## src/rtl/mc_ctrl.sv

```systemverilog
// Multi-cycle controller for the MIPS-subset datapath: sequences each instruction
// through FETCH/DECODE/EXEC/MEM/WB and drives all datapath selects and write enables.
module mc_ctrl #(
    parameter int CNT_W = 32
) (
    input  logic             clk,
    input  logic             reset,
    input  logic [31:0]      Instr,
    input  logic             mem_ready,
    output logic             IR_Write,
    output logic             PC_Write,
    output logic             RegDst,
    output logic             AluSrc,
    output logic             MemToReg,
    output logic             beq,
    output logic             bgtz,
    output logic             jal,
    output logic             jr,
    output logic             GPR_Write,
    output logic             DM_Write,
    output logic             LuiExt,
    output logic             SignExt,
    output logic [2:0]       ALUOp,
    output logic             retire,
    output logic             illegal,
    output logic [2:0]       state,
    output logic [CNT_W-1:0] retired_cnt
);

    typedef enum logic [2:0] {
        S_FETCH  = 3'd0,
        S_DECODE = 3'd1,
        S_EXEC   = 3'd2,
        S_MEM    = 3'd3,
        S_WB     = 3'd4
    } state_t;

    typedef enum logic [3:0] {
        C_NONE, C_ADDU, C_SUBU, C_JR, C_ORI, C_LUI,
        C_LW, C_SW, C_BEQ, C_BGTZ, C_JAL, C_ILL
    } cls_t;

    state_t           state_q, state_d;
    cls_t             cls_q, cls_d, dec_cls;
    logic [CNT_W-1:0] cnt_q, cnt_d;

    logic [5:0] op;
    logic [5:0] funct;
    assign op    = Instr[31:26];
    assign funct = Instr[5:0];

    always_comb begin
        dec_cls = C_ILL;
        case (op)
            6'b000000: begin
                case (funct)
                    6'b100001: dec_cls = C_ADDU;
                    6'b100011: dec_cls = C_SUBU;
                    6'b001000: dec_cls = C_JR;
                    default:   dec_cls = C_ILL;
                endcase
            end
            6'b001101: dec_cls = C_ORI;
            6'b001111: dec_cls = C_LUI;
            6'b100011: dec_cls = C_LW;
            6'b101011: dec_cls = C_SW;
            6'b000100: dec_cls = C_BEQ;
            6'b000111: dec_cls = C_BGTZ;
            6'b000011: dec_cls = C_JAL;
            default:   dec_cls = C_ILL;
        endcase
    end

    // The class is also captured leaving FETCH so DECODE can already drive
    // selects (and flag illegal) from a register instead of from Instr.
    always_comb begin
        cls_d = cls_q;
        if (state_q == S_FETCH || state_q == S_DECODE) begin
            cls_d = dec_cls;
        end
    end

    always_comb begin
        state_d = state_q;
        case (state_q)
            S_FETCH:  state_d = S_DECODE;
            S_DECODE: state_d = (cls_q == C_ILL) ? S_FETCH : S_EXEC;
            S_EXEC: begin
                case (cls_q)
                    C_LW, C_SW:                   state_d = S_MEM;
                    C_ADDU, C_SUBU, C_ORI, C_LUI: state_d = S_WB;
                    default:                      state_d = S_FETCH;
                endcase
            end
            S_MEM: begin
                if (mem_ready) begin
                    state_d = (cls_q == C_LW) ? S_WB : S_FETCH;
                end
            end
            S_WB:     state_d = S_FETCH;
            default:  state_d = S_FETCH;
        endcase
    end

    always_comb begin
        cnt_d = cnt_q;
        if (retire) begin
            cnt_d = cnt_q + CNT_W'(1);
        end
    end

    always_ff @(posedge clk or negedge reset) begin
        if (!reset) begin
            state_q <= S_FETCH;
            cls_q   <= C_NONE;
            cnt_q   <= '0;
        end else begin
            state_q <= state_d;
            cls_q   <= cls_d;
            cnt_q   <= cnt_d;
        end
    end

    always_comb begin
        RegDst    = 1'b0;
        AluSrc    = 1'b0;
        MemToReg  = 1'b0;
        beq       = 1'b0;
        bgtz      = 1'b0;
        jal       = 1'b0;
        jr        = 1'b0;
        LuiExt    = 1'b0;
        SignExt   = 1'b0;
        ALUOp     = 3'b000;
        GPR_Write = 1'b0;
        DM_Write  = 1'b0;
        retire    = 1'b0;
        illegal   = 1'b0;

        if (state_q != S_FETCH) begin
            case (cls_q)
                C_ADDU: begin RegDst = 1'b1; ALUOp = 3'b000; end
                C_SUBU: begin RegDst = 1'b1; ALUOp = 3'b001; end
                C_ORI:  begin AluSrc = 1'b1; ALUOp = 3'b010; end
                C_LUI:  begin AluSrc = 1'b1; LuiExt = 1'b1; ALUOp = 3'b010; end
                C_LW:   begin AluSrc = 1'b1; SignExt = 1'b1; MemToReg = 1'b1; end
                C_SW:   begin AluSrc = 1'b1; SignExt = 1'b1; end
                C_BEQ:  begin beq = 1'b1; SignExt = 1'b1; ALUOp = 3'b001; end
                C_BGTZ: begin bgtz = 1'b1; SignExt = 1'b1; end
                C_JR:   jr = 1'b1;
                C_JAL:  jal = 1'b1;
                default: ;
            endcase
        end

        // sw completes on the MEM cycle that sees mem_ready, so the PC is
        // loaded and the retire pulse fires exactly once per store.
        case (state_q)
            S_DECODE: illegal = (cls_q == C_ILL);
            S_EXEC: begin
                if (cls_q == C_BEQ || cls_q == C_BGTZ || cls_q == C_JR || cls_q == C_JAL) begin
                    retire = 1'b1;
                end
                GPR_Write = (cls_q == C_JAL);
            end
            S_MEM: begin
                if (cls_q == C_SW) begin
                    DM_Write = 1'b1;
                    retire   = mem_ready;
                end
            end
            S_WB: begin
                GPR_Write = 1'b1;
                retire    = 1'b1;
            end
            default: ;
        endcase
    end

    // IR_Write is gated by reset so every output reads 0 while reset is held.
    assign IR_Write    = (state_q == S_FETCH) && reset;
    assign PC_Write    = retire || illegal;
    assign state       = state_q;
    assign retired_cnt = cnt_q;

endmodule

```

## config.mk

```make
export PLATFORM = sky130hd
export DESIGN_NAME = mc_ctrl
export DESIGN_NICKNAME = d
export VERILOG_FILES = /design/src/rtl/mc_ctrl.sv
export SDC_FILE = /design/constraint.sdc
export NUM_CORES = 1
export LEC_CHECK = 0
export ABC_AREA = 1
export BUFFER_PORTS_ARGS = -buffer_cell sky130_fd_sc_hd__buf_4
export CAP_MARGIN = 0
export CORE_MARGIN = 3
export CORE_UTILIZATION = 52
export CTS_CLUSTER_DIAMETER = 60
export CTS_CLUSTER_SIZE = 16
export DETAILED_ROUTE_END_ITERATION = 8
export GPL_TIMING_DRIVEN = 1
export PLACE_DENSITY = 0.79
export RECOVER_POWER = 50
export SYNTH_ARGS = -nofsm -noshare
export SYNTH_HDL_FRONTEND = slang
export SYNTH_SLANG_ARGS = --single-unit
export TNS_END_PERCENT = 10
```

## constraint.sdc

```tcl
create_clock -name clk -period 1.6 [get_ports clk]
set_input_delay 0.24 -clock clk [delete_from_list [all_inputs] [get_ports clk]]
set_output_delay 0.24 -clock clk [all_outputs]
set_load 0.05 [all_outputs]
```

# [Yosys cells after proc, flatten, opt, wreduce, memory -nomap -nowiden]
# Index checks and enable logic that the tools add are counted.
[word_totals] latch_bits=0 elab_cells=80 reg_bits=39 n_memories=0 input_bits=35 ram_bits=0 mem_bits_ro=0
[op_classes] n_bitwise=0 n_eq_ne=26 shifts=0 add_sub_neg=1 n_reduce_logical=16 mux=34 order_cmp=0 div_mod_pow=0 mul=0
[ops] operator="adder 32 x 1 -> 32 bit, second input constant" count=1
[ops] operator="one-hot mux 4 bit (8 select lines)" count=1
[ops] operator="== test 6 bit, second input constant" count=4
[ops] operator="two-way mux 1 bit" count=23
[ops] operator="== test 6 x 4 -> 1 bit, second input constant" count=3
[ops] operator="== test 4 x 3 -> 1 bit, second input constant" count=4
[ops] operator="== test 4 bit, second input constant" count=4
[ops] operator="== test 6 x 3 -> 1 bit, second input constant" count=2
[ops] operator="one-hot mux 3 bit (4 select lines)" count=1
[ops] operator="one-hot mux 4 bit (3 select lines)" count=1
[ops] operator="OR reduction 4 bit" count=3
[ops] operator="== test 4 x 2 -> 1 bit, second input constant" count=2
[ops] operator="OR reduction 2 bit" count=4
[ops] operator="== test 3 x 2 -> 1 bit, second input constant" count=2
[ops] operator="== test 6 x 2 -> 1 bit, second input constant" count=1
[ops] operator="logical NOT 6 bit" count=1
[ops] operator="two-way mux 3 bit" count=2
[ops] operator="one-hot mux 3 bit (2 select lines)" count=1
[ops] operator="logical OR 1 bit" count=5
[ops] operator="== test 4 x 1 -> 1 bit, second input constant" count=1
[ops] operator="two-way mux 2 bit" count=2
[ops] operator="one-hot mux 2 bit (2 select lines)" count=1
[ops] operator="== test 3 x 1 -> 1 bit, second input constant" count=1
[ops] operator="== test 3 bit, second input constant" count=1
[ops] operator="6 further kinds" count=6

# [Logic depth before layout (Yosys ltp)]
[logic_depth] ltp_word=7 ltp_mapped=10 mapped_depth_nobuf=10

# [Worst setup path after synthesis]
# No wires, ideal clock.
[synth_path] path_type="register to output" start="register state_q[0] (netlist: state[0])" end="output port PC_Write" arrival_time_ns=2.536 n_path_buf=0 setup_slack_ns=-1.176 path_stages_with_launch=4 cell_sequence="dfrtp_1 nand3b_1 nor3_1 or2_1"
[synth_between] elab_chain_len=3
[synth_rtl] element="start: declaration" line_no="43" source="state_t state_q, state_d;"
[synth_rtl] element="start signal: assignment" line_no="118" source="state_q <= state_d;"
[synth_rtl] element="== test 3 x 1 -> 1 bit" line_no="158" source="case (state_q)"
[synth_rtl] element="two-way mux 1 bit" line_no="158"
[synth_rtl] element="via illegal" line_no="25" source="output logic illegal,"
[synth_rtl] element="logical OR 1 bit" line_no="182" source="assign PC_Write = retire || illegal;"
[synth_rtl] element="end: declaration" line_no="11" source="output logic PC_Write,"
# The timed path passes the listed nets, and every way through them passes these cells.

# [Worst setup path in the final report]
[layout_path] start="register state_q[2] (netlist: state[2])" end="output port PC_Write"
[layout_between] elab_chain_len=3
[layout_rtl] element="== test 3 bit, or another cell as far along" line_no="158"
[layout_rtl] element="one-hot mux 1 bit (3 select lines) or two-way mux 1 bit (tied branches)" line_no="158"
[layout_rtl] element="logical OR 1 bit (*)" line_no="182"
# Every way passes the cells marked *; elsewhere a longest branch is shown, timed or not.

==> impl_results.md <==
* Hold WC Path Type: input port to asynchronous set/reset pin
* Seq/Total Area, Yosys at 33.7%
* Pre-CTS setup slack at -40.7 ps
* Die Span X at 80.6 um
* Non-filler cells, final at 641
* Cts hold-fix bufs at 0
* Clock share of power at 16.6%
* Violations in the final reports: setup timing
* Comb pwr share at 56.1%
* Cells after DPL at 631
* Final nets at 606
* Clock buffer depth at 2
* Commonest cells after routing, fill and taps aside: 177 x nand2_1, 77 x buf_4, 63 x nor2_1, 40 x inv_1, 32 x dfrtp_1
* Starting DRC count in detailed routing at 232
* Net Sw Frac at 46.4%
* Layout cells sized above 1 at 29.8%
* Post-DP HPWL at 6390 um
* Synthesis warning total at 0
* Synth Register Bits at 39
* Final setup margin at -184 ps
* Crit-path max cell delay at 450 ps
* Initial antenna violation count at 0
* Crit path buffers/inverters at 1
* Overall Power at 4.39 mW
* CTS Buf Count at 5
* Pin count of the biggest net entering global routing at 40
* Number of diodes at 0
* Wire length per cell at 13.5 um
* FMAX at 561 MHz
* CTS tree: built
* Initial core utilization at 55.3%
* Row Count at 26
* Antenna Nets Post-Route at 0
* Worst EP required at 1360 ps
* CTS clock-pin slew for the worst setup and hold paths at 70 ps
* Crit-path cells: nand3b_1 > nor3_4 > or2_4 > buf_8
* Vias per inst at 5.27
* Overflow after GRT at 0
* Number of global-route vias before repair at 3,149
* Crit Path Category: flip-flop to primary output
* # port buffers at 66
* Drt total wl at 8660 um
* Dpl cell area at 3850 sq um
* P_int at 2.36 mW
* Pwr per Cell Area at 1060 nW/um^2
* Unique cell type count in the Yosys netlist at 32
* Post-layout min period at 1780 ps
* Die span in y at 80.6 um
* Max Slew Vio Count at 0
* Switching component of the power at 2.04 mW
* Syn_area_per_cell at 6.17 sq um
* Die area at 6500 sq um
* Fin. Hold Viols at 0
* Final setup viols at 17
* I/O pins at 88
* Worst relative slew slack at 35.8%
* RSZ-0062 raised after global routing: true
* Commonest non-fill, non-tap cell in the layout: nand2_1
* Root Driver: clkbuf_8
* Crit path max fanout at 6
* Slowest CP cell: dfrtp_2
* Syn Nets at 505
* P_leak at 2.03 nW
* First-pass GRT wire length at 14,300 um
* Drt drc at 0
* Clock sinks at 39
* Worst Skew at 7.72 ps
* Worst Max-Slew Pin Slew at 963 ps
* Sequential power share at 27.2%
* Worst setup EP type: primary output
* Core area at 5240 sq um
* Worst skew pair latency at 290 ps
* Vias at 3,375
* Synthesis-to-finish area growth at 42.9%
* Cell area after layout at 4140 sq um
* WP data arrival at 1540 ps
* Kind of cell adding the most delay to the critical path: simple AND/OR/NAND/NOR gates
* Status: complete, but fails checks
* Critical Path Start Type: flip-flop
* DR pass1 iterations at 4
* Fin Setup TNS at -1830 ps
* Post-Synthesis Cells at 469
* Max Cap Viol at 0
* Final worst path period share at 111%
* CTS H-tree lvls at 2
* Max IR drop VDD at 0.991 mV
* Gr usage total at 27.9%
* Placer Congestion at 0.912
* Mapped Area at 2890 sq um
metal layers:
metal	track usage [%]	routed length, um	up-vias
met5	0	0	-
met4	5.74	102	0
met3	4.04	486	10
met2	45.9	4090	106
met1	38.9	3980	1583
li1	-	-	1676
worst paths after layout:
kind	start	endpoint	slack (ps)	depth (start not counted)
worst min register to register	retired_cnt[9]	retired_cnt[9]	560	2
worst max register to register	state[0]	retired_cnt[4]	40	9
max in group asynchronous	reset	retired_cnt[13]	720	2
min in group clk	mem_ready	state[2]	260	3
worst max-delay path	state[2]	PC_Write	-180	4
worst min-delay path	reset	state[1]	210	2
power groups by stage:
stage          logic (mW)  registers (mW)  clock network [mW]
3_5_place_dp         2.22            1.20                   0
6_report             2.47            1.20               0.730
3_3_place_gp         2.18            1.20                   0
5_1_grt              2.61            1.21               0.787
2_1_floorplan        1.23            1.46                   0
4_1_cts              2.38            1.19               0.739
cell type report:
class                      count  area [sq um]
fill                         400          1100
tap                           70          87.6
clock buffer                   8           100
multi-input combinational    369          1910
sequential                    39           985
timing repair buffer         104           851
inverter                      51           201
flip-flops by register name, indices dropped and copies added, names as in the netlist:
register     flops
state            3
cls_q            4
retired_cnt     32
timing repair:
action / 4_1_cts / 5_1_grt
cloned: 0 / 0
gates resized for setup: 35 / 26
endpoints found under the setup margin: 20 / 42
pin swaps: 5 / 2
buffers inserted: 1 / 1
synth_stat cells (all sizes together):
| cell type | count | area share, % |
|---|---|---|
| a21oi | 3 | 0.52 |
| a31oi | 2 | 0.43 |
| and2 | 1 | 0.22 |
| buf | 6 | 1.8 |
| clkbuf | 4 | 0.52 |
| clkinv | 1 | 0.17 |
| conb | 1 | 0.13 |
| dfrtp | 39 | 34 |
| ha | 1 | 0.43 |
| inv | 50 | 6.5 |
| nand2 | 189 | 25 |
| nand3 | 35 | 6.2 |
| nand3b | 9 | 2.3 |
| nand4 | 20 | 4.8 |
| nor2 | 78 | 10 |
| nor2b | 1 | 0.22 |
| nor3 | 8 | 1.6 |
| o211ai | 1 | 0.26 |
| o21ai | 9 | 1.7 |
| or2 | 1 | 0.22 |
| xor2 | 10 | 3.0 |
cell families after synthesis:
| kind of cell | synth area share [%] |
|---|---|
| adder cells (fa/ha/maj) | 0.432 |
| AO/OA/AOI/OAI | 2.90 |
| other | 0.130 |
| flip-flops | 33.7 |
| buffers and inverters | 8.95 |
| XOR/XNOR | 3.03 |
| AND/OR/NAND/NOR | 50.8 |
through the flow:
step / util (%) / hold WS [ps]
2_1_floorplan: - / -55.6
3_3_place_gp: 73.6 / 330
3_5_place_dp: 73.6 / 337
4_1_cts: 77.8 / 27.8
5_1_grt: 79.0 / 279
6_report: 79.0 / 211
Power figures use the tool's default switching activity.
